File: config.mk
export PLATFORM = sky130hd
export DESIGN_NAME = fp_cvt_writeback_flat
export DESIGN_NICKNAME = d
export VERILOG_FILES = /design/src/rtl/fp_cvt_writeback_pkg.sv /design/src/rtl/fp_cvt_writeback_if.sv /design/src/rtl/fp_cvt_saturate.sv /design/src/rtl/fp_cvt_writeback.sv /design/src/flat_wrapper.sv
export SDC_FILE = /design/constraint.sdc
export NUM_CORES = 1
export LEC_CHECK = 0
export ABC_AREA = 1
export ABC_CLOCK_PERIOD_IN_PS = 4000
export CORE_ASPECT_RATIO = 1.25
export CORE_MARGIN = 2
export CORE_UTILIZATION = 47
export CTS_CLUSTER_SIZE = 20
export DETAILED_ROUTE_END_ITERATION = 8
export MAX_ROUTING_LAYER = met4
export PLACE_DENSITY_LB_ADDON = 0.2
export SYNTH_ARGS = -nofsm -noshare
export SYNTH_HDL_FRONTEND = slang
export SYNTH_SLANG_ARGS = --single-unit
File: constraint.sdc
create_clock -name clk -period 4 [get_ports clk]
set_input_delay 0.8 -clock clk [delete_from_list [all_inputs] [get_ports clk]]
set_output_delay 0.8 -clock clk [all_outputs]
set_load 0.005 [all_outputs]
File: src/rtl/fp_cvt_writeback_pkg.sv
// Shared FP conversion definitions: integer format encodings, RISC-V saturation
// bounds, occupancy encoding and the skid-buffer entry layout.
package fp_cvt_writeback_pkg;

  localparam int CVT_DATA_W = 64;
  localparam int CVT_TAG_W  = 5;

  typedef enum logic [1:0] {
    FMT_I32 = 2'b00,
    FMT_U32 = 2'b01,
    FMT_I64 = 2'b10,
    FMT_U64 = 2'b11
  } fmt_e;

  // 32-bit bounds are stored already sign-extended to the 64-bit register width
  localparam logic [63:0] I32_MAX = 64'h0000_0000_7FFF_FFFF;
  localparam logic [63:0] I32_MIN = 64'hFFFF_FFFF_8000_0000;
  localparam logic [63:0] U32_MAX = 64'hFFFF_FFFF_FFFF_FFFF;
  localparam logic [63:0] U32_MIN = 64'h0000_0000_0000_0000;
  localparam logic [63:0] I64_MAX = 64'h7FFF_FFFF_FFFF_FFFF;
  localparam logic [63:0] I64_MIN = 64'h8000_0000_0000_0000;
  localparam logic [63:0] U64_MAX = 64'hFFFF_FFFF_FFFF_FFFF;
  localparam logic [63:0] U64_MIN = 64'h0000_0000_0000_0000;

  typedef enum logic [1:0] {
    OCC_EMPTY = 2'd0,
    OCC_ONE   = 2'd1,
    OCC_FULL  = 2'd2
  } occ_e;

  typedef struct packed {
    logic [CVT_DATA_W-1:0] data;
    logic [CVT_TAG_W-1:0]  tag;
    logic                  nv;
  } skid_entry_t;

endpackage

File: src/rtl/fp_cvt_writeback_if.sv
// Handshake and data bundle between the FP-to-int converter, the writeback
// stage and the integer writeback port.
interface fp_cvt_writeback_if #(
  parameter int DATA_WIDTH = 64,
  parameter int TAG_WIDTH  = 5
);

  logic                  in_valid;
  logic                  out_ready;
  logic [DATA_WIDTH-1:0] in_data;
  logic                  in_flg_NV;
  logic                  in_sign;
  logic                  in_is_nan;
  logic [1:0]            in_output_fmt;
  logic [TAG_WIDTH-1:0]  in_tag;
  logic                  in_flush;
  logic                  in_fflags_clr;
  logic                  out_valid;
  logic                  in_ready;
  logic [DATA_WIDTH-1:0] out_data;
  logic [TAG_WIDTH-1:0]  out_tag;
  logic                  out_nv;
  logic                  out_fflags_NV;

  modport slave (
    input  in_valid, in_data, in_flg_NV, in_sign, in_is_nan, in_output_fmt,
           in_tag, in_flush, in_fflags_clr, in_ready,
    output out_ready, out_valid, out_data, out_tag, out_nv, out_fflags_NV
  );

  modport master (
    output in_valid, in_data, in_flg_NV, in_sign, in_is_nan, in_output_fmt,
           in_tag, in_flush, in_fflags_clr, in_ready,
    input  out_ready, out_valid, out_data, out_tag, out_nv, out_fflags_NV
  );

endinterface

File: src/rtl/fp_cvt_saturate.sv
// Combinational invalid-flag derivation, RISC-V saturation and 32-bit sign
// extension of a raw conversion result.
module fp_cvt_saturate
  import fp_cvt_writeback_pkg::*;
(
  input  logic [63:0] data,
  input  logic        flg_nv,
  input  logic        sign,
  input  logic        is_nan,
  input  logic [1:0]  fmt,
  output logic [63:0] result,
  output logic        nv
);

  fmt_e fmt_q;
  logic is_unsigned;
  logic is_narrow;
  logic use_max;

  function automatic logic [63:0] sat_bound(input fmt_e f, input logic hi);
    logic [63:0] b;
    case (f)
      FMT_I32: b = hi ? I32_MAX : I32_MIN;
      FMT_U32: b = hi ? U32_MAX : U32_MIN;
      FMT_I64: b = hi ? I64_MAX : I64_MIN;
      default: b = hi ? U64_MAX : U64_MIN;
    endcase
    return b;
  endfunction

  function automatic logic [63:0] sext32(input logic [31:0] w);
    return {{32{w[31]}}, w};
  endfunction

  assign fmt_q       = fmt_e'(fmt);
  assign is_unsigned = fmt[0];
  assign is_narrow   = ~fmt[1];
  // NaN always saturates high; only a genuinely negative operand picks the low bound
  assign use_max     = is_nan | ~sign;

  always_comb begin
    nv = flg_nv | (is_unsigned & sign & (|data));
    if (nv) begin
      result = sat_bound(fmt_q, use_max);
    end else if (is_narrow) begin
      result = sext32(data[31:0]);
    end else begin
      result = data;
    end
  end

endmodule

File: src/rtl/fp_cvt_writeback.sv
// FP-to-int writeback stage: saturates/sign-extends converter results, holds
// them in a 2-entry skid buffer and accumulates the sticky NV exception flag.
module fp_cvt_writeback
  import fp_cvt_writeback_pkg::*;
#(
  parameter int DATA_WIDTH = 64,
  parameter int TAG_WIDTH  = 5
) (
  input logic                 clk,
  input logic                 rst,
  fp_cvt_writeback_if.slave   bus
);

  if (DATA_WIDTH != CVT_DATA_W || TAG_WIDTH != CVT_TAG_W) begin : g_bad_cfg
    $error("fp_cvt_writeback supports only DATA_WIDTH=64 and TAG_WIDTH=5");
  end

  logic [63:0] sat_data_p0;
  logic        sat_nv_p0;
  skid_entry_t entry_p0;

  skid_entry_t head_p1;
  skid_entry_t skid_p1;
  occ_e        occ_p1;
  logic        sticky_p1;

  skid_entry_t head_nxt;
  skid_entry_t skid_nxt;
  occ_e        occ_nxt;
  logic        sticky_nxt;

  logic push;
  logic pop;

  // ---- p0: combinational result formatting on the input side ----
  fp_cvt_saturate u_sat (
    .data   (bus.in_data),
    .flg_nv (bus.in_flg_NV),
    .sign   (bus.in_sign),
    .is_nan (bus.in_is_nan),
    .fmt    (bus.in_output_fmt),
    .result (sat_data_p0),
    .nv     (sat_nv_p0)
  );

  assign entry_p0 = '{data: sat_data_p0, tag: bus.in_tag, nv: sat_nv_p0};

  // out_ready comes from registered occupancy only, so in_ready never reaches it
  assign bus.out_ready = (occ_p1 != OCC_FULL);
  assign bus.out_valid = (occ_p1 != OCC_EMPTY);

  assign push = bus.in_valid & bus.out_ready & ~bus.in_flush;
  assign pop  = bus.out_valid & bus.in_ready;

  always_comb begin
    occ_nxt    = occ_p1;
    head_nxt   = head_p1;
    skid_nxt   = skid_p1;
    sticky_nxt = sticky_p1;

    // Set is evaluated after clear so a retiring invalid result wins over a CSR clear
    if (bus.in_fflags_clr) begin
      sticky_nxt = 1'b0;
    end
    if (pop && head_p1.nv) begin
      sticky_nxt = 1'b1;
    end

    if (bus.in_flush) begin
      occ_nxt = OCC_EMPTY;
    end else begin
      case (occ_p1)
        OCC_EMPTY: begin
          if (push) begin
            head_nxt = entry_p0;
            occ_nxt  = OCC_ONE;
          end
        end
        OCC_ONE: begin
          if (push && pop) begin
            head_nxt = entry_p0;
          end else if (push) begin
            skid_nxt = entry_p0;
            occ_nxt  = OCC_FULL;
          end else if (pop) begin
            occ_nxt = OCC_EMPTY;
          end
        end
        OCC_FULL: begin
          if (pop) begin
            head_nxt = skid_p1;
            occ_nxt  = OCC_ONE;
          end
        end
        default: begin
          occ_nxt = OCC_EMPTY;
        end
      endcase
    end
  end

  // ---- p1: buffer state, head entry and sticky flag ----
  always_ff @(posedge clk or posedge rst) begin
    if (rst) begin
      occ_p1    <= OCC_EMPTY;
      head_p1   <= '0;
      sticky_p1 <= 1'b0;
    end else begin
      occ_p1    <= occ_nxt;
      head_p1   <= head_nxt;
      sticky_p1 <= sticky_nxt;
    end
  end

  // The skid slot is only read at FULL, after it has been written, so it needs no reset
  always_ff @(posedge clk) begin
    skid_p1 <= skid_nxt;
  end

  assign bus.out_data      = head_p1.data;
  assign bus.out_tag       = head_p1.tag;
  assign bus.out_nv        = head_p1.nv;
  assign bus.out_fflags_NV = sticky_p1;

endmodule

File: src/flat_wrapper.sv
// flat-port wrapper written by rule: the top's interface ports become plain ports
module fp_cvt_writeback_flat import fp_cvt_writeback_pkg::*;
#(
  parameter int DATA_WIDTH = 64,
  parameter int TAG_WIDTH  = 5
)
  (clk, rst, bus_in_valid, bus_in_data, bus_in_flg_NV, bus_in_sign, bus_in_is_nan, bus_in_output_fmt, bus_in_tag, bus_in_flush, bus_in_fflags_clr, bus_in_ready, bus_out_ready, bus_out_valid, bus_out_data, bus_out_tag, bus_out_nv, bus_out_fflags_NV);
  fp_cvt_writeback_if #(.DATA_WIDTH(DATA_WIDTH), .TAG_WIDTH(TAG_WIDTH)) bus_i ();
  input logic clk;
  input logic rst;
  input wire logic [$bits(bus_i.in_valid)-1:0] bus_in_valid;
  input wire logic [$bits(bus_i.in_data)-1:0] bus_in_data;
  input wire logic [$bits(bus_i.in_flg_NV)-1:0] bus_in_flg_NV;
  input wire logic [$bits(bus_i.in_sign)-1:0] bus_in_sign;
  input wire logic [$bits(bus_i.in_is_nan)-1:0] bus_in_is_nan;
  input wire logic [$bits(bus_i.in_output_fmt)-1:0] bus_in_output_fmt;
  input wire logic [$bits(bus_i.in_tag)-1:0] bus_in_tag;
  input wire logic [$bits(bus_i.in_flush)-1:0] bus_in_flush;
  input wire logic [$bits(bus_i.in_fflags_clr)-1:0] bus_in_fflags_clr;
  input wire logic [$bits(bus_i.in_ready)-1:0] bus_in_ready;
  output wire logic [$bits(bus_i.out_ready)-1:0] bus_out_ready;
  output wire logic [$bits(bus_i.out_valid)-1:0] bus_out_valid;
  output wire logic [$bits(bus_i.out_data)-1:0] bus_out_data;
  output wire logic [$bits(bus_i.out_tag)-1:0] bus_out_tag;
  output wire logic [$bits(bus_i.out_nv)-1:0] bus_out_nv;
  output wire logic [$bits(bus_i.out_fflags_NV)-1:0] bus_out_fflags_NV;
  assign bus_i.in_valid = bus_in_valid;
  assign bus_i.in_data = bus_in_data;
  assign bus_i.in_flg_NV = bus_in_flg_NV;
  assign bus_i.in_sign = bus_in_sign;
  assign bus_i.in_is_nan = bus_in_is_nan;
  assign bus_i.in_output_fmt = bus_in_output_fmt;
  assign bus_i.in_tag = bus_in_tag;
  assign bus_i.in_flush = bus_in_flush;
  assign bus_i.in_fflags_clr = bus_in_fflags_clr;
  assign bus_i.in_ready = bus_in_ready;
  assign bus_out_ready = bus_i.out_ready;
  assign bus_out_valid = bus_i.out_valid;
  assign bus_out_data = bus_i.out_data;
  assign bus_out_tag = bus_i.out_tag;
  assign bus_out_nv = bus_i.out_nv;
  assign bus_out_fflags_NV = bus_i.out_fflags_NV;
  fp_cvt_writeback #(.DATA_WIDTH(DATA_WIDTH), .TAG_WIDTH(TAG_WIDTH)) u_core (.clk(clk), .rst(rst), .bus(bus_i));
endmodule
# Yosys cells after proc, flatten, opt, wreduce, memory -nomap -nowiden
# Index checks and enable logic that the tools add are counted.
classes:
  n_reduce_logical: 11
  bitwise_logic: 10
  eq_ne: 11
  mux: 19
ops:
  columns: ["op", "count"]
  rows:
  - ["two-way mux 64 bit", 5]
  - ["two-way mux 70 bit", 3]
  - ["one-hot mux 70 bit (3 select lines)", 1]
  - ["one-hot mux 64 bit (2 select lines)", 1]
  - ["OR reduction 64 bit", 1]
  - ["two-way mux 2 bit", 6]
  - ["AND reduction 4 bit", 2]
  - ["!= test 2 x 1 -> 1 bit (second input constant)", 3]
  - ["!= test 3 x 2 -> 1 bit (second input constant)", 2]
  - ["one-hot mux 2 bit (3 select lines)", 1]
  - ["AND 1 bit", 5]
  - ["AND reduction 5 bit", 1]
  - ["== test 2 bit (second input constant)", 2]
  - ["zero test 2 bit", 2]
  - ["!= test 4 x 2 -> 1 bit (second input constant)", 1]
  - ["nonzero test 2 bit", 2]
  - ["!= test 3 bit (second input constant)", 1]
  - ["NOT 1 bit", 3]
  - ["nonzero test 3 bit", 1]
  - ["== test 2 x 1 -> 1 bit (second input constant)", 1]
  - ["logical AND 1 bit", 2]
  - ["two-way mux 1 bit", 2]
  - ["!= test 2 bit (second input constant)", 1]
  - ["OR 1 bit", 2]
word_totals:
  word_cells: 59
  output_inout_bits: 73
  reg_bits: 143

# Longest topological paths before layout
# Gate-level depths: netlist (run 1).
depth:
  ltp_word: 7
  mapped_depth: 13
  depth_no_buf: 12

# By module
# A second synthesis (run 1) with hierarchy kept.
unflattened:
  hier_cells: 928
  hier_area_um2: 7424.6
by_module_without_submodules:
  columns: ["module", "instances", "cells_per_inst", "seq_area_each_um2", "area_each_um2"]
  rows:
  - ["fp_cvt_writeback", 1, 631, 3928.8, 5910.7]
  - ["fp_cvt_saturate", 1, 297, 0.0, 1514.0]

# Least setup slack after synthesis (run 1)
# OpenSTA, ideal clock, no wires.
synth_path:
  kind: "in2reg"
  from: "input bus_in_flush"
  to: "register u_core.skid_p1[0] in the netlist's numbering, enable pin"
  setup_slack_ns: -0.587
  stages: 5
  arrival_time_ns: 4.088
  cell_sequence: "inv_1 > nand2_1 > nor2_4 > nand3_1 > nor2_1"
synth_between:
  elab_chain_cells: 5
synth_lines:
  columns: ["element", "line_no", "source"]
  rows:
  - ["start: declaration", "flat_wrapper.sv:18", "input wire logic [$bits(bus_i.in_flush)-1:0] bus_in_flush;"]
  - ["NOT 1 bit (no line) *", null, null]
  - ["AND 1 bit", "fp_cvt_writeback.sv:52", "assign push = bus.in_valid & bus.out_ready & ~bus.in_flush;"]
  - ["logical AND 1 bit", "fp_cvt_writeback.sv:80", "if (push && pop) begin"]
  - ["NOT 1 bit (no line)", null, null]
  - ["AND reduction 4 bit (no line) *", null, null]
  - ["end signal: assignment", "fp_cvt_writeback.sv:117", "skid_p1 <= skid_nxt;"]
  - ["end: declaration", "fp_cvt_writeback.sv:23", "skid_entry_t skid_p1;"]
# Mark *: on every way between the ends. The rest lies on a longest branch, timed or not.
# A chain may end at the register's enable or synchronous reset.

# Worst setup path in the final report (run 1)
layout_path:
  from: "register u_core.occ_p1[1]"
  to: "output bus_out_ready"
layout_between:
  elab_chain_cells: 1
layout_lines:
  columns: ["element", "line_no", "source"]
  rows:
  - ["start: declaration", "fp_cvt_writeback.sv:24", "occ_e occ_p1;"]
  - ["start signal: assignment", "fp_cvt_writeback.sv:109", "occ_p1 <= occ_nxt;"]
  - ["!= test 2 bit", "fp_cvt_writeback.sv:49", "assign bus.out_ready = (occ_p1 != OCC_FULL);"]
  - ["end: declaration", "flat_wrapper.sv:21", "output wire logic [$bits(bus_i.out_ready)-1:0] bus_out_ready;"]
# No other way between the ends.

==> results.yml, run 1 <==
worst_setup_path:
  path_buf_inv: 3
  startpoint_type: "flip-flop"
  crit_type: "flip-flop to output port"
  cp.required_ns: 3.20
  slowest_stage: "clkdlybuf4s50_1"
  crit_chain: "inv_2 -> nor2_4 -> inv_4 -> clkdlybuf4s50_1"
  arrival_ns: 2.07
  slowest_delay_ns: 0.62
  cp_max_fo: 63
  cp-end-kind: "output port"
  crit_family: "buffers and inverters"
global_routing:
  grt_pass1_vias: 5682
  antenna_found_initial: 0
  grt-ovfl-total: 0
  grt_pass1_wl_um: 28800
  grt_max_degree: 76
  grt_usage_pct: 22.9
clock_network:
  clkTransAtPathRegs_ns: 0.06
  cts_buffers: 17
  ctsHoldBuffers: 0
  cts_buffer_depth: 2
  cts_resized: 0
  clkSinkCount: 143
  htree_levels: 4
  root_buffer: "clkbuf_16"
  cts_tree: "yes"
  cts_setup_buffers: 0
  clk_latency_ns: 0.42
sta:
  fmax_ghz: 0.348
  layout_min_cycle_time_ns: 2.87
  tns_ns: 0
  rsz0062_at_grt: "no"
  worst_pin_slew_ns: 0.974
  final-max-slew-violation-count: 0
  period_share_pct: 71.8
  setup-violations-final: 0
  setup_ws_ns: 1.13
  relSlewSlack_pct: 35.0
  clock_skew_ns: 0.00788
  hold_ws_ns: 0.474
  hold_viol: 0
die:
  rows: 50
  start_util_pct: 48.2
  fp.dieArea_um2: 16500
  num_io_pins: 153
  die_h_um: 143
  fp.dieW_um: 115
  core_um2: 15100
status:
  status: "finished, final reports clean"
yosys:
  yosys.cell_types.count: 24
  ys_seq_area_share_pct: 54.1
  yosysWarnings: 0
  syn-instance-count: 911
  syn_area_per_cell_um2: 7.97
  syn-cell-area_um2: 7260
  ys_seq_elements: 143
  syn_nets: 991
placed_design:
  io_buffers: 152
  dp_slack_ns: 0.801
  dpl.hpwl_um: 11100
  place_inst: 1218
  globalplace.congestion: 0.812
layout:
  fin_cells: 1250
  antennaDiodeCount: 0
  area_delta_synth_final_pct: 28.9
  drive_gt1_share_pct: 5.09
  fillers: 1322
  nNetsFinal: 1109
route:
  via_count: 6238
  routedWlPerCell_um: 14.3
  first_iter_violations: 560
  vias_per_cell: 4.99
  antenna_left: 0
  wirelength_um: 17900
  drt_pass1_iterations: 5
  drc: 0
job:
  cap_violations: 0
power:
  peakVddDrop_uv: 299
  p_per_area_nw_per_um2: 501
  p_leak_nw: 4.44
min_path:
  hold_class: "flip-flop to flip-flop"
## path summary, 6_finish.rpt
path | to | startpoint | slack (ns) | cells after the start
max in group asynchronous | u_core.occ_p1[1]$_DFFE_PP0P_ | rst | 2.52 | 3
hold reg to reg | u_core.bus.out_data[20]$_DFFE_PP0P_ | u_core.bus.out_data[20]$_DFFE_PP0P_ | 0.47 | 2
min in group asynchronous | u_core.bus.out_data[58]$_DFFE_PP0P_ | rst | 0.70 | 2
setup / recovery | bus_out_ready | u_core.occ_p1[1]$_DFFE_PP0P_ | 1.13 | 4
setup reg to reg | u_core.bus.out_data[18]$_DFFE_PP0P_ | u_core.occ_p1[0]$_DFFE_PP0P_ | 1.43 | 9
hold / removal | u_core.bus.out_data[20]$_DFFE_PP0P_ | u_core.bus.out_data[20]$_DFFE_PP0P_ | 0.47 | 2
## placed cells by master (no fill, tap or decap)
cell type	instances
edfxtp_1	70
inv_1	41
a31oi_1	5
nand2_2	2
clkbuf_1	1
o22ai_2	1
nand2_1	297
buf_12	2
o32ai_1	1
nor2_4	3
nand2_4	3
clkinv_2	3
o21ai_0	1
clkinvlp_4	5
clkinv_4	2
clkbuf_16	17
inv_4	1
a21oi_1	34
xnor2_1	2
inv_2	2
buf_4	8
nand3_1	129
dfrtp_1	73
bufinv_16	3
clkdlybuf4s50_1	152
clkinv_1	1
o31ai_1	1
a21boi_0	1
nor2_1	179
nor3_1	1
inv_6	1
## cell type report
class,count,area (um^2),area share [%]
Clock inverter,14,168,1.79
Inverter,45,173,1.85
Tap cell,208,260,2.78
Sequential cell,143,3930,42.0
Timing Repair Buffer,162,1620,17.3
Multi-Input combinational cell,660,2780,29.7
Clock buffer,18,429,4.59
## sequential cells by signal (all words and copies together) (netlist names)
name / flops
u_core.bus.out_data: 64
u_core.bus.out_fflags_NV: 1
u_core.bus.out_nv: 1
u_core.bus.out_tag: 5
u_core.occ_p1: 2
u_core.skid_p1: 70
## power breakdown
part	internal (mW)	switching (mW)	total [mW]
Sequential	1.80	0.141	1.94
Combinational	0.644	0.506	1.15
Clock	0.979	0.618	1.60
Total	3.42	1.26	4.69
## logic make-up (layout without fill, tap and decap cells)
kind of cell	count (synthesis)	in the layout	share of synthesized area, %
xor+xnor	2	2	0.241
simple gates	614	614	34.5
flops	143	143	54.1
compound gates	44	44	3.34
buf+inv	108	239	7.81
## metrics by stage
step / utilization [%] / instance area [um^2] / total power [mW]
after floorplan: - / 7260 / 2.46
after global placement: 58.1 / 8760 / 3.11
after detailed placement: 58.1 / 8760 / 3.12
after CTS: 62.1 / 9360 / 4.73
after global routing: 62.1 / 9360 / 4.94
final: 62.1 / 9360 / 4.69
## worst min-delay path, cell delays in order (launching register included)
cell and delay, ns:
dfrtp_1 0.34, nand2_1 0.05, nand2_1 0.05
## cells in the mapped netlist
cell | n | share of area (%)
nand2_1 | 297 | 15
inv_2 | 2 | 0.10
nand3_1 | 129 | 8.9
nor3_1 | 1 | 0.069
buf_1 | 4 | 0.21
edfxtp_1 | 70 | 29
dfrtp_1 | 73 | 25
nor2_4 | 2 | 0.31
buf_4 | 10 | 1.0
a31oi_1 | 5 | 0.43
nand2_2 | 3 | 0.26
inv_1 | 43 | 2.2
a21oi_1 | 34 | 2.3
clkbuf_1 | 20 | 1.0
buf_6 | 14 | 2.2
o32ai_1 | 1 | 0.12
nand2_4 | 2 | 0.31
buf_2 | 15 | 1.0
xnor2_1 | 2 | 0.24
o22ai_2 | 1 | 0.17
nor2_1 | 180 | 9.3
o31ai_1 | 1 | 0.10
o21ai_0 | 1 | 0.069
a21boi_0 | 1 | 0.10
## per-layer routing
layer	up-vias	routed length, um	GRT usage [%]
met4	0	242	6.47
met1	2858	8260	31.9
met2	216	8190	34.4
met5	-	0	-
met3	17	1160	4.50
li1	3147	-	-
(Power assumes the default switching activity.)
==> run 2, diff against run 1 <==
--- a/config.mk
+++ b/config.mk
@@ -6,10 +6,10 @@
 export NUM_CORES = 1
 export LEC_CHECK = 0
 export ABC_AREA = 1
-export ABC_CLOCK_PERIOD_IN_PS = 4000
+export ABC_CLOCK_PERIOD_IN_PS = 3000
 export CORE_ASPECT_RATIO = 1.25
 export CORE_MARGIN = 2
-export CORE_UTILIZATION = 47
+export CORE_UTILIZATION = 50
 export CTS_CLUSTER_SIZE = 20
 export DETAILED_ROUTE_END_ITERATION = 8
 export MAX_ROUTING_LAYER = met4
==> constraint.sdc (replaced) <==
create_clock -name clk -period 3 [get_ports clk]
set_input_delay 0.6 -clock clk [delete_from_list [all_inputs] [get_ports clk]]
set_output_delay 0.6 -clock clk [all_outputs]
set_load 0.005 [all_outputs]
==> results.yml, run 2 (synthesis gave the netlist of run 1 again) <==
status:
  status: "finished, final reports clean"
worst_setup_path:
  startpoint_type: "flip-flop"
  r2r_end: "u_core.bus.out_data[23]$_DFFE_PP0P_"
  cp-end-kind: "output port"
  cp_max_fo: 50
  arrival_ns: 2.01
  rr_worst_depth: 9
  crit_type: "flip-flop to output port"
  cp.required_ns: 2.40
  rrSetupSlack_ns: 0.92
  r2r-start: "u_core.occ_p1[0]$_DFFE_PP0P_"
layout:
  largest_register: "u_core.skid_p1"
  fillers: 1263
  final_cell_mix: "nand2_1 (297), nor2_1 (179), clkdlybuf4s50_1 (152), nand3_1 (129), dfrtp_1 (73)"
  largest_reg_flops: 70
  nNetsFinal: 1114
  drive_gt1_share_pct: 5.25
  antennaDiodeCount: 0
  area_delta_synth_final_pct: 29.4
  final_common_cell: "nand2_1"
  design_area_um2: 9400
placed_design:
  dpl.hpwl_um: 11300
  dpl_cell_area_um2: 8840
  io_buffers: 152
  globalplace.congestion: 0.838
sta:
  hold_ws_ns: 0.458
  hold_viol: 0
  final-max-slew-violation-count: 0
  layout_min_cycle_time_ns: 2.61
  setup-violations-final: 0
  worst_pin_slew_ns: 0.950
  fmax_ghz: 0.383
  clock_skew_ns: 0.00813
  tns_ns: 0
  rsz0062_at_grt: "no"
  relSlewSlack_pct: 36.6
  period_share_pct: 87.0
power:
  comb_power_share_pct: 25.5
  pwr-share-seq_pct: 42.1
  p_per_area_nw_per_um2: 653
  power.total_mw: 6.13
  p_int_mw: 4.50
  power.switching_mw: 1.63
  p_sw_share_pct: 26.6
  peakVddDrop_uv: 441
  p_clk_share_pct: 32.4
  p_leak_nw: 4.49
route:
  drc: 0
  drt_pass1_iterations: 5
  vias_per_cell: 5.15
  routedWlPerCell_um: 14.5
  first_iter_violations: 440
  antenna_left: 0
  wirelength_um: 17700
  via_count: 6308
die:
  start_util_pct: 50.8
  die_h_um: 139
  num_io_pins: 153
  fp.dieW_um: 112
  rows: 49
  core_um2: 14300
  fp.dieArea_um2: 15500
global_routing:
  grt_pass1_wl_um: 29500
  antenna_found_initial: 0
  grt_usage_pct: 24.3
  grt_pass1_vias: 6070
  grt_max_degree: 77
  grt-ovfl-total: 0
clock_network:
  cts_tree: "yes"
  cts_setup_buffers: 0
  cts_buffer_depth: 2
  cts_buffers: 17
  clkTransAtPathRegs_ns: 0.06
  cts_resized: 0
  clk_latency_ns: 0.42
  clkSinkCount: 143
  ctsHoldBuffers: 0
  root_buffer: "clkbuf_16"
  htree_levels: 4
min_path:
  hold_class: "input pin to asynchronous set/reset pin"
job:
  cap_violations: 0
[run 2: cell types whose count changed in the layout (fill, tap and decap cells not counted), moves of 2 or more]
cell and change:
clkinv_4 -2, bufinv_16 -2, clkbuf_8 +4, buf_12 +6, clkinvlp_4 -3, clkbuf_1 +4
[run 2: layout make-up]
type / count / area (um^2) / share of cell area, %
sequential: 143 / 3930 / 41.8
multi-input combinational: 660 / 2780 / 29.6
timing repair buffer: 167 / 1730 / 18.5
clock buffer: 26 / 499 / 5.31
tap: 178 / 223 / 2.37
inverter: 45 / 173 / 1.84
clock inverter: 6 / 60.1 / 0.639
[run 2: per-stage QoR]
step | setup WS, ns | std cells | util [%]
2_1_floorplan | 0.536 | 911 | -
3_3_place_gp | 0.257 | 1193 | 61.9
3_5_place_dp | 0.233 | 1193 | 61.9
4_1_cts | 0.370 | 1225 | 65.8
5_1_grt | 0.270 | 1225 | 65.8
6_report | 0.391 | 1225 | 65.8
[run 2: layer usage]
| layer | track usage (%) | part of all wire, % | vias to the layer above | routed length, um |
|---|---|---|---|---|
| met5 | - | 0 | - | 0 |
| met4 | 8.38 | 2.0 | 0 | 352 |
| met3 | 5.94 | 6.3 | 25 | 1110 |
| met2 | 37.4 | 48 | 216 | 8470 |
| met1 | 31.6 | 44 | 2906 | 7780 |
| li1 | - | - | 3161 | - |
[run 2: power by group through the flow]
| stage | clock, mW | sequential, mW | combinational (mW) |
|---|---|---|---|
| after global placement | 0 | 2.61 | 1.55 |
| after detailed placement | 0 | 2.62 | 1.57 |
| after CTS | 2.02 | 2.59 | 1.58 |
| after floorplan | 0 | 2.63 | 0.657 |
| after global routing | 2.11 | 2.63 | 1.74 |
| final | 1.99 | 2.58 | 1.56 |
[run 2: worst max-delay path by stage]
stage / startpoint / endpoint / cells past startpoint
CTS: u_core.occ_p1[1]$_DFFE_PP0P_ / bus_out_ready / 4
global route: u_core.occ_p1[1]$_DFFE_PP0P_ / bus_out_ready / 4
detailed placement: bus_in_data[10] / u_core.bus.out_data[42]$_DFFE_PP0P_ / 14
finish: u_core.occ_p1[1]$_DFFE_PP0P_ / bus_out_ready / 4
floorplan: bus_in_flush / u_core.skid_p1[0]$_DFFE_PP_ / 5
global placement: bus_in_data[8] / u_core.bus.out_data[30]$_DFFE_PP0P_ / 14
[run 2: critical path, stage by stage (launching register included)]
cell and delay [ns]:
dfrtp_1 0.39, inv_2 0.10, nor2_4 0.08, inv_4 0.41
clkdlybuf4s50_1 0.61
==> run 3, diff against run 2 <==
--- a/config.mk
+++ b/config.mk
@@ -10,10 +10,12 @@
 export CORE_ASPECT_RATIO = 1.25
 export CORE_MARGIN = 2
 export CORE_UTILIZATION = 50
+export CTS_CLUSTER_DIAMETER = 150
 export CTS_CLUSTER_SIZE = 20
 export DETAILED_ROUTE_END_ITERATION = 8
 export MAX_ROUTING_LAYER = met4
 export PLACE_DENSITY_LB_ADDON = 0.2
+export SLEW_MARGIN = 20
 export SYNTH_ARGS = -nofsm -noshare
 export SYNTH_HDL_FRONTEND = slang
 export SYNTH_SLANG_ARGS = --single-unit
==> results of run 3 <==
Final layout, timing and power as in run 2 (identical DEF).
